## src/rtl/load_store_unit.sv

```systemverilog
// load_store_unit
// Initiator-side bridge between the execute stage and the data memory port.
// Takes one RV32I load or store per request handshake, drives the memory
// with a byte-lane write enable / read enable for WAIT_STATES+1 cycles, and
// returns sign- or zero-extended load data. Misaligned or illegal requests
// are answered straight away with a flag and never reach the memory.
//
// Parameters
//   WAIT_STATES       extra memory cycles before write commit / read capture (0..15)
// Ports
//   i_clk, i_rst_n    rising-edge clock, asynchronous active-low reset
//   i_req_*           request handshake: valid/ready, we, funct3, byte addr, store data
//   o_rsp_*           response handshake: valid/ready, load data, misaligned, illegal
//   o_mem_addr/wd     byte address and lane-replicated write data to memory
//   o_mem_wen/ren     4-bit byte-write enable and read enable
//   i_mem_rd          combinational read word from memory
module load_store_unit #(
  parameter int WAIT_STATES = 0
) (
  input  logic        i_clk,
  input  logic        i_rst_n,
  input  logic        i_req_valid,
  output logic        o_req_ready,
  input  logic        i_req_we,
  input  logic [2:0]  i_req_funct3,
  input  logic [31:0] i_req_addr,
  input  logic [31:0] i_req_wdata,
  output logic        o_rsp_valid,
  input  logic        i_rsp_ready,
  output logic [31:0] o_rsp_rdata,
  output logic        o_rsp_misaligned,
  output logic        o_rsp_illegal,
  output logic [31:0] o_mem_addr,
  output logic [31:0] o_mem_wd,
  output logic [3:0]  o_mem_wen,
  output logic        o_mem_ren,
  input  logic [31:0] i_mem_rd
);

  typedef enum logic [1:0] {IDLE, ACCESS, RESP} state_t;

  localparam logic [3:0] WAIT_LAST = 4'(WAIT_STATES);

  state_t      state;
  state_t      state_next;

  logic        req_we;
  logic [2:0]  req_funct3;
  logic [31:0] req_addr;
  logic [31:0] req_wdata;
  logic [3:0]  wait_cnt;
  logic [31:0] rsp_rdata;
  logic        rsp_misaligned;
  logic        rsp_illegal;

  logic        in_illegal;
  logic        in_misaligned;
  logic        in_fault;
  logic        last_access;
  logic [7:0]  load_byte;
  logic [15:0] load_half;
  logic [31:0] load_data;
  logic [3:0]  store_mask;
  logic [31:0] store_data;

  // Classify the incoming request. Loads accept the unsigned codes, stores
  // do not. Illegal wins over misaligned so only one flag is ever raised.
  always_comb begin
    in_illegal    = 1'b0;
    in_misaligned = 1'b0;
    case (i_req_funct3)
      3'b000:          in_illegal = 1'b0;
      3'b001:          in_misaligned = i_req_addr[0];
      3'b010:          in_misaligned = (i_req_addr[1:0] != 2'b00);
      3'b100:          in_illegal = i_req_we;
      3'b101: begin
        in_illegal    = i_req_we;
        in_misaligned = i_req_addr[0];
      end
      default:         in_illegal = 1'b1;
    endcase
    if (in_illegal) begin
      in_misaligned = 1'b0;
    end
    in_fault = in_illegal | in_misaligned;
  end

  assign last_access = (state == ACCESS) && (wait_cnt == WAIT_LAST);

  // Pick the addressed lane out of the memory word and extend it.
  always_comb begin
    case (req_addr[1:0])
      2'd0:    load_byte = i_mem_rd[7:0];
      2'd1:    load_byte = i_mem_rd[15:8];
      2'd2:    load_byte = i_mem_rd[23:16];
      default: load_byte = i_mem_rd[31:24];
    endcase
    load_half = req_addr[1] ? i_mem_rd[31:16] : i_mem_rd[15:0];
    case (req_funct3)
      3'b000:  load_data = {{24{load_byte[7]}}, load_byte};
      3'b100:  load_data = {24'd0, load_byte};
      3'b001:  load_data = {{16{load_half[15]}}, load_half};
      3'b101:  load_data = {16'd0, load_half};
      3'b010:  load_data = i_mem_rd;
      default: load_data = 32'd0;
    endcase
  end

  // Store lanes: data is replicated across the word so both lane-indexed
  // and low-bit-truncating memories see the right bytes.
  always_comb begin
    case (req_funct3)
      3'b000: begin
        store_mask = 4'b0001 << req_addr[1:0];
        store_data = {4{req_wdata[7:0]}};
      end
      3'b001: begin
        store_mask = req_addr[1] ? 4'b1100 : 4'b0011;
        store_data = {2{req_wdata[15:0]}};
      end
      3'b010: begin
        store_mask = 4'b1111;
        store_data = req_wdata;
      end
      default: begin
        store_mask = 4'b0000;
        store_data = 32'd0;
      end
    endcase
  end

  always_ff @(posedge i_clk or negedge i_rst_n) begin
    if (!i_rst_n) begin
      state <= IDLE;
    end else begin
      state <= state_next;
    end
  end

  // Next state and all handshake / memory outputs. Memory outputs are decoded
  // from the state so that reset silences them without waiting for a clock.
  always_comb begin
    state_next  = state;
    o_req_ready = 1'b0;
    o_rsp_valid = 1'b0;
    o_mem_addr  = 32'd0;
    o_mem_wd    = 32'd0;
    o_mem_wen   = 4'b0000;
    o_mem_ren   = 1'b0;
    case (state)
      IDLE: begin
        o_req_ready = 1'b1;
        if (i_req_valid) begin
          state_next = in_fault ? RESP : ACCESS;
        end
      end
      ACCESS: begin
        o_mem_addr = req_addr;
        o_mem_ren  = ~req_we;
        if (req_we) begin
          o_mem_wd = store_data;
        end
        if (last_access) begin
          state_next = RESP;
          if (req_we) begin
            o_mem_wen = store_mask;
          end
        end
      end
      RESP: begin
        o_rsp_valid = 1'b1;
        if (i_rsp_ready) begin
          state_next = IDLE;
        end
      end
      default: state_next = IDLE;
    endcase
  end

  // Request capture, wait counter and response registers.
  always_ff @(posedge i_clk or negedge i_rst_n) begin
    if (!i_rst_n) begin
      req_we         <= 1'b0;
      req_funct3     <= 3'd0;
      req_addr       <= 32'd0;
      req_wdata      <= 32'd0;
      wait_cnt       <= 4'd0;
      rsp_rdata      <= 32'd0;
      rsp_misaligned <= 1'b0;
      rsp_illegal    <= 1'b0;
    end else begin
      case (state)
        IDLE: begin
          if (i_req_valid) begin
            req_we         <= i_req_we;
            req_funct3     <= i_req_funct3;
            req_addr       <= i_req_addr;
            req_wdata      <= i_req_wdata;
            wait_cnt       <= 4'd0;
            rsp_rdata      <= 32'd0;
            rsp_misaligned <= in_misaligned;
            rsp_illegal    <= in_illegal;
          end
        end
        ACCESS: begin
          wait_cnt <= wait_cnt + 4'd1;
          if (last_access && !req_we) begin
            rsp_rdata <= load_data;
          end
        end
        RESP: begin
          if (i_rsp_ready) begin
            rsp_rdata      <= 32'd0;
            rsp_misaligned <= 1'b0;
            rsp_illegal    <= 1'b0;
          end
        end
        default: ;
      endcase
    end
  end

  assign o_rsp_rdata      = rsp_rdata;
  assign o_rsp_misaligned = rsp_misaligned;
  assign o_rsp_illegal    = rsp_illegal;

endmodule

```

## config.mk

```make
export PLATFORM = sky130hd
export DESIGN_NAME = load_store_unit
export DESIGN_NICKNAME = d
export VERILOG_FILES = /design/src/rtl/load_store_unit.sv
export SDC_FILE = /design/constraint.sdc
export NUM_CORES = 1
export LEC_CHECK = 0
export ABC_AREA = 1
export CORE_UTILIZATION = 48
export CTS_BUF_LIST = sky130_fd_sc_hd__clkbuf_4 sky130_fd_sc_hd__clkbuf_8
export DETAILED_ROUTE_END_ITERATION = 8
export GPL_TIMING_DRIVEN = 0
export PLACE_DENSITY = 0.94
export SKIP_CTS_REPAIR_TIMING = 1
export SYNTH_ARGS = -nofsm -noshare
export SYNTH_HDL_FRONTEND = slang
export SYNTH_SLANG_ARGS = --single-unit
export TNS_END_PERCENT = 20
```

## constraint.sdc

```tcl
create_clock -name i_clk -period 2.1 [get_ports i_clk]
set_input_delay 0.315 -clock i_clk [delete_from_list [all_inputs] [get_ports i_clk]]
set_output_delay 0.315 -clock i_clk [all_outputs]
set_load 0.005 [all_outputs]
```

==> run summary <==
After floorplanning, the core was divided into 40 placement rows. The tree is rooted in a clkbuf_8. The core region is 12,300 sq um.

Yosys mapped the design onto 26 distinct sky130hd cell types. The maximum root-to-sink buffer count is 2. A synthesized cell averages 6.61 sq um. For this block, the via count after detailed routing is 7,244.

The proportion of synthesized chip area in sequential cells is 43.9%. At the end of the flow, the number of nets in the layout was 1,304. In this design, the stage delay of the slowest critical-path cell is 0.52 ns. The synthesized netlist net count was 1,036. In this run the static leakage power is 5.70 nW. After clock tree synthesis, the clock-pin slew on the worst setup and hold paths is 0.11 ns. For this run, the leading register cell type out of synthesis is dfrtp_1. From synthesis to final layout, the design area changed by 53.0%. The time the worst path needs with I/O delays and setup is 2.41 ns, and the average wire per standard cell is 16.4 um.

Cell accounting for the most synthesized area: dfrtp_1. The critical path goes through buf_8, a21oi_4, nand3_4, buf_6, nor2_1, clkdlybuf4s50_1. IR analysis of the VDD net gives a maximum drop of 0.721 mV. In the final layout, the share of cells above drive strength 1 is 15.5%.

Final max-slew violation count: 0. The power density relative to cell area works out to 1230 nW/um^2. The flow ran to the end, but the final reports show violations.

Setup repair after global routing could not meet its margin everywhere. On the critical path, the stage with the largest delay is an instance of clkdlybuf4s50_1. The detail route stage leaves a number of antenna-violating nets equal to 0.

For the pin with the worst max-slew slack, the measured transition is 0.572 ns. Cells fill 76.7% of the core in the end. The checks that failed: setup timing. In the routed design, unresolved DRC markers number 0.

The number of warning messages in the yosys log came out at 0. Cell family with the largest share of critical-path delay: buffers and inverters. Once the floorplan was initialized, standard cells occupied 50.2% of the core. The setup slack after layout is -0.315 ns, and the area share of the largest cell type after synthesis is 43.9%. The tools report the final-report hold violation count as 0. The overall power was 0.0115 W; the height of the chip was 115 um. The largest fanout of any net on the critical path came out at 8.

The overflow left after global routing came out at 0. The cell area after synthesis is 6150 sq um, and the sum of buffers and inverters on the critical path is 3. Clock tree synthesis found a total of 108 sinks.

The worst setup path is launched from a flop. In this run, synthesis inferred 0 flip-flops with an integrated enable. The pre-antenna-repair detailed-routing pass consisted of 5 iterations.

The die width is 115 um. The detailed-route vias per instance came out at 5.28. The tool flagged a number of max-cap violations equal to 0. Wires add up to 22.4 mm. The worst pin sits at a relative slew slack of 61.8%. The overall die area was 13,300 sq um. The critical path start-end classification was reg2out.

The tools report the total global-route track usage as 30.9%. By area the synthesized netlist is led by dfrtp_1, nand2_1, inv_1, o21ai_0, nor2_1. In this run the tool buffered the top-level ports with 208 buffer cells.

The logs give 0 for the initial antenna violation count and 31.3 mm for the first-pass GRT wire length. The CTS buffer count was 9; the final RePlAce weighted congestion was 0.936. After legalization and detailed placement, the total HPWL measured 15.1 mm.

For the worst setup path, the data arrival time is 2.10 ns. The source-to-sink clock delay at the later pin of the worst-skew pair is 0.39 ns, and the worst hold margin is 0.444 ns. The share of the cycle needed by the critical path after routing is 115%, and the number of levels the H-tree was split into is 3.

Setup violations remaining at the end of the flow were counted as 32. Synthesis inferred 108 register bits. The tightest min-delay check is of the in2reg type. The async set or reset register ratio after synthesis is 100%. The tools report the post-placement worst setup slack as -0.371 ns. The logs give 209 for the number of top-level pins and 1.78 ns for the required arrival time at the worst endpoint.

The via count of the first global-routing pass came out at 6,536. On the final layout, the worst clock skew is 0.0118 ns. The maximum clock frequency was 414 MHz.

In the final timing run, aggregate negative setup slack is -4.61 ns. Entering global routing, the biggest net connects 70 pins. In this run, the number of DRC markers left after iteration 0 of detailed routing was 675. Category of the worst setup path capture point: an output port. Synthesis produced a netlist whose cell count is 930. TritonCTS built the clock tree. The count of antenna diodes in the layout was 0.
cell usage in the layout (no fill, tap or decap), types with 3 or more instances in the layout:
cell	instances
a21oi_1	3
buf_2	27
buf_4	38
buf_6	23
buf_8	5
clkbuf_1	9
clkbuf_2	9
clkbuf_4	5
clkbuf_8	9
clkdlybuf4s50_1	142
dfrtp_1	105
dfrtp_2	3
dlymetal6s2s_1	39
inv_1	121
inv_2	13
nand2_1	367
nand2_2	8
nand2_4	9
nand3_1	50
nor2_1	92
nor2_4	5
o211ai_1	8
o21ai_0	71
o21ai_2	8
state kept, by name (all words and copies together), names as in the netlist:
register          count
o_rsp_misaligned      1
state                 2
req_addr             32
req_funct3            3
wait_cnt              4
o_rsp_rdata          32
req_we                1
req_wdata            32
o_rsp_illegal         1
per-stage QoR:
| stage | std cells | instance area, sq um |
|---|---|---|
| after CTS | 1323 | 8640 |
| final | 1371 | 9410 |
| after floorplan | 930 | 6150 |
| after global placement | 1306 | 8440 |
| after detailed placement | 1307 | 8470 |
| after global routing | 1371 | 9410 |
per-layer routing:
layer / global-route usage [%] / vias up / wire length [um]
met4: 13.8 / 0 / 1130
li1: - / 3337 / -
met1: 35.5 / 3350 / 8270
met5: 0 / - / 0
met3: 7.70 / 95 / 2170
met2: 54.6 / 462 / 10900
Yosys cell counts (2+ instances only):
master      n
nand2_1   383
buf_2      19
inv_1     133
clkbuf_1   16
inv_2       6
ha_1        2
o211ai_1    8
buf_6       2
nand3_1    51
dfrtp_1   108
nand3_2     2
nor2_1     95
nor2_4      2
nand2_2     2
o21ai_0    81
a21oi_1     5
buf_4       6
cell type report:
| class | count | area [sq um] |
|---|---|---|
| Buffer | 42 | 284 |
| Clock buffer | 11 | 139 |
| Clock inverter | 5 | 35.0 |
| Fill cell | 824 | 2850 |
| Inverter | 139 | 549 |
| Multi-Input combinational cell | 640 | 2900 |
| Sequential cell | 108 | 2710 |
| Tap cell | 168 | 210 |
| Timing Repair Buffer | 258 | 2590 |
cell families (layout without fill, tap and decap cells):
group / Yosys count / in the layout / synth area share [%]
buf+inv: 182 / 455 / 12.1
fa+ha+maj: 2 / 2 / 0.407
compound gates: 98 / 98 / 8.46
flops: 108 / 108 / 43.9
xor+xnor: 1 / 1 / 0.142
simple gates: 539 / 539 / 34.9
worst min-delay path, cell delays in order:
cell	delay (ns)
clkdlybuf4s50_1	0.39
nand2_1	0.06
nand2_1	0.04
power breakdown:
part           total [W]  switching (W)  internal (W)
combinational    0.00690        0.00402       0.00288
clock            0.00123       0.000770      0.000465
sequential       0.00341       0.000485       0.00293
total             0.0115        0.00527       0.00628
worst paths after layout:
| kind | startpoint | end | slack (ns) | cells past startpoint |
|---|---|---|---|---|
| hold reg to reg | o_rsp_rdata[19]$_DFFE_PN0P_ | o_rsp_rdata[19]$_DFFE_PN0P_ | 0.48 | 2 |
| hold / removal | i_req_wdata[25] | req_wdata[25]$_DFFE_PN0P_ | 0.44 | 3 |
| setup reg to reg | wait_cnt[0]$_DFFE_PN0P_ | o_rsp_rdata[15]$_DFFE_PN0P_ | 0.12 | 8 |
| setup / recovery | req_funct3[1]$_DFFE_PN0P_ | o_mem_wd[4] | -0.31 | 6 |
| max in group asynchronous | i_rst_n | req_funct3[1]$_DFFE_PN0P_ | 0.92 | 3 |
| min in group asynchronous | i_rst_n | o_rsp_rdata[2]$_DFFE_PN0P_ | 0.45 | 2 |
Power figures use the tool's default switching activity.
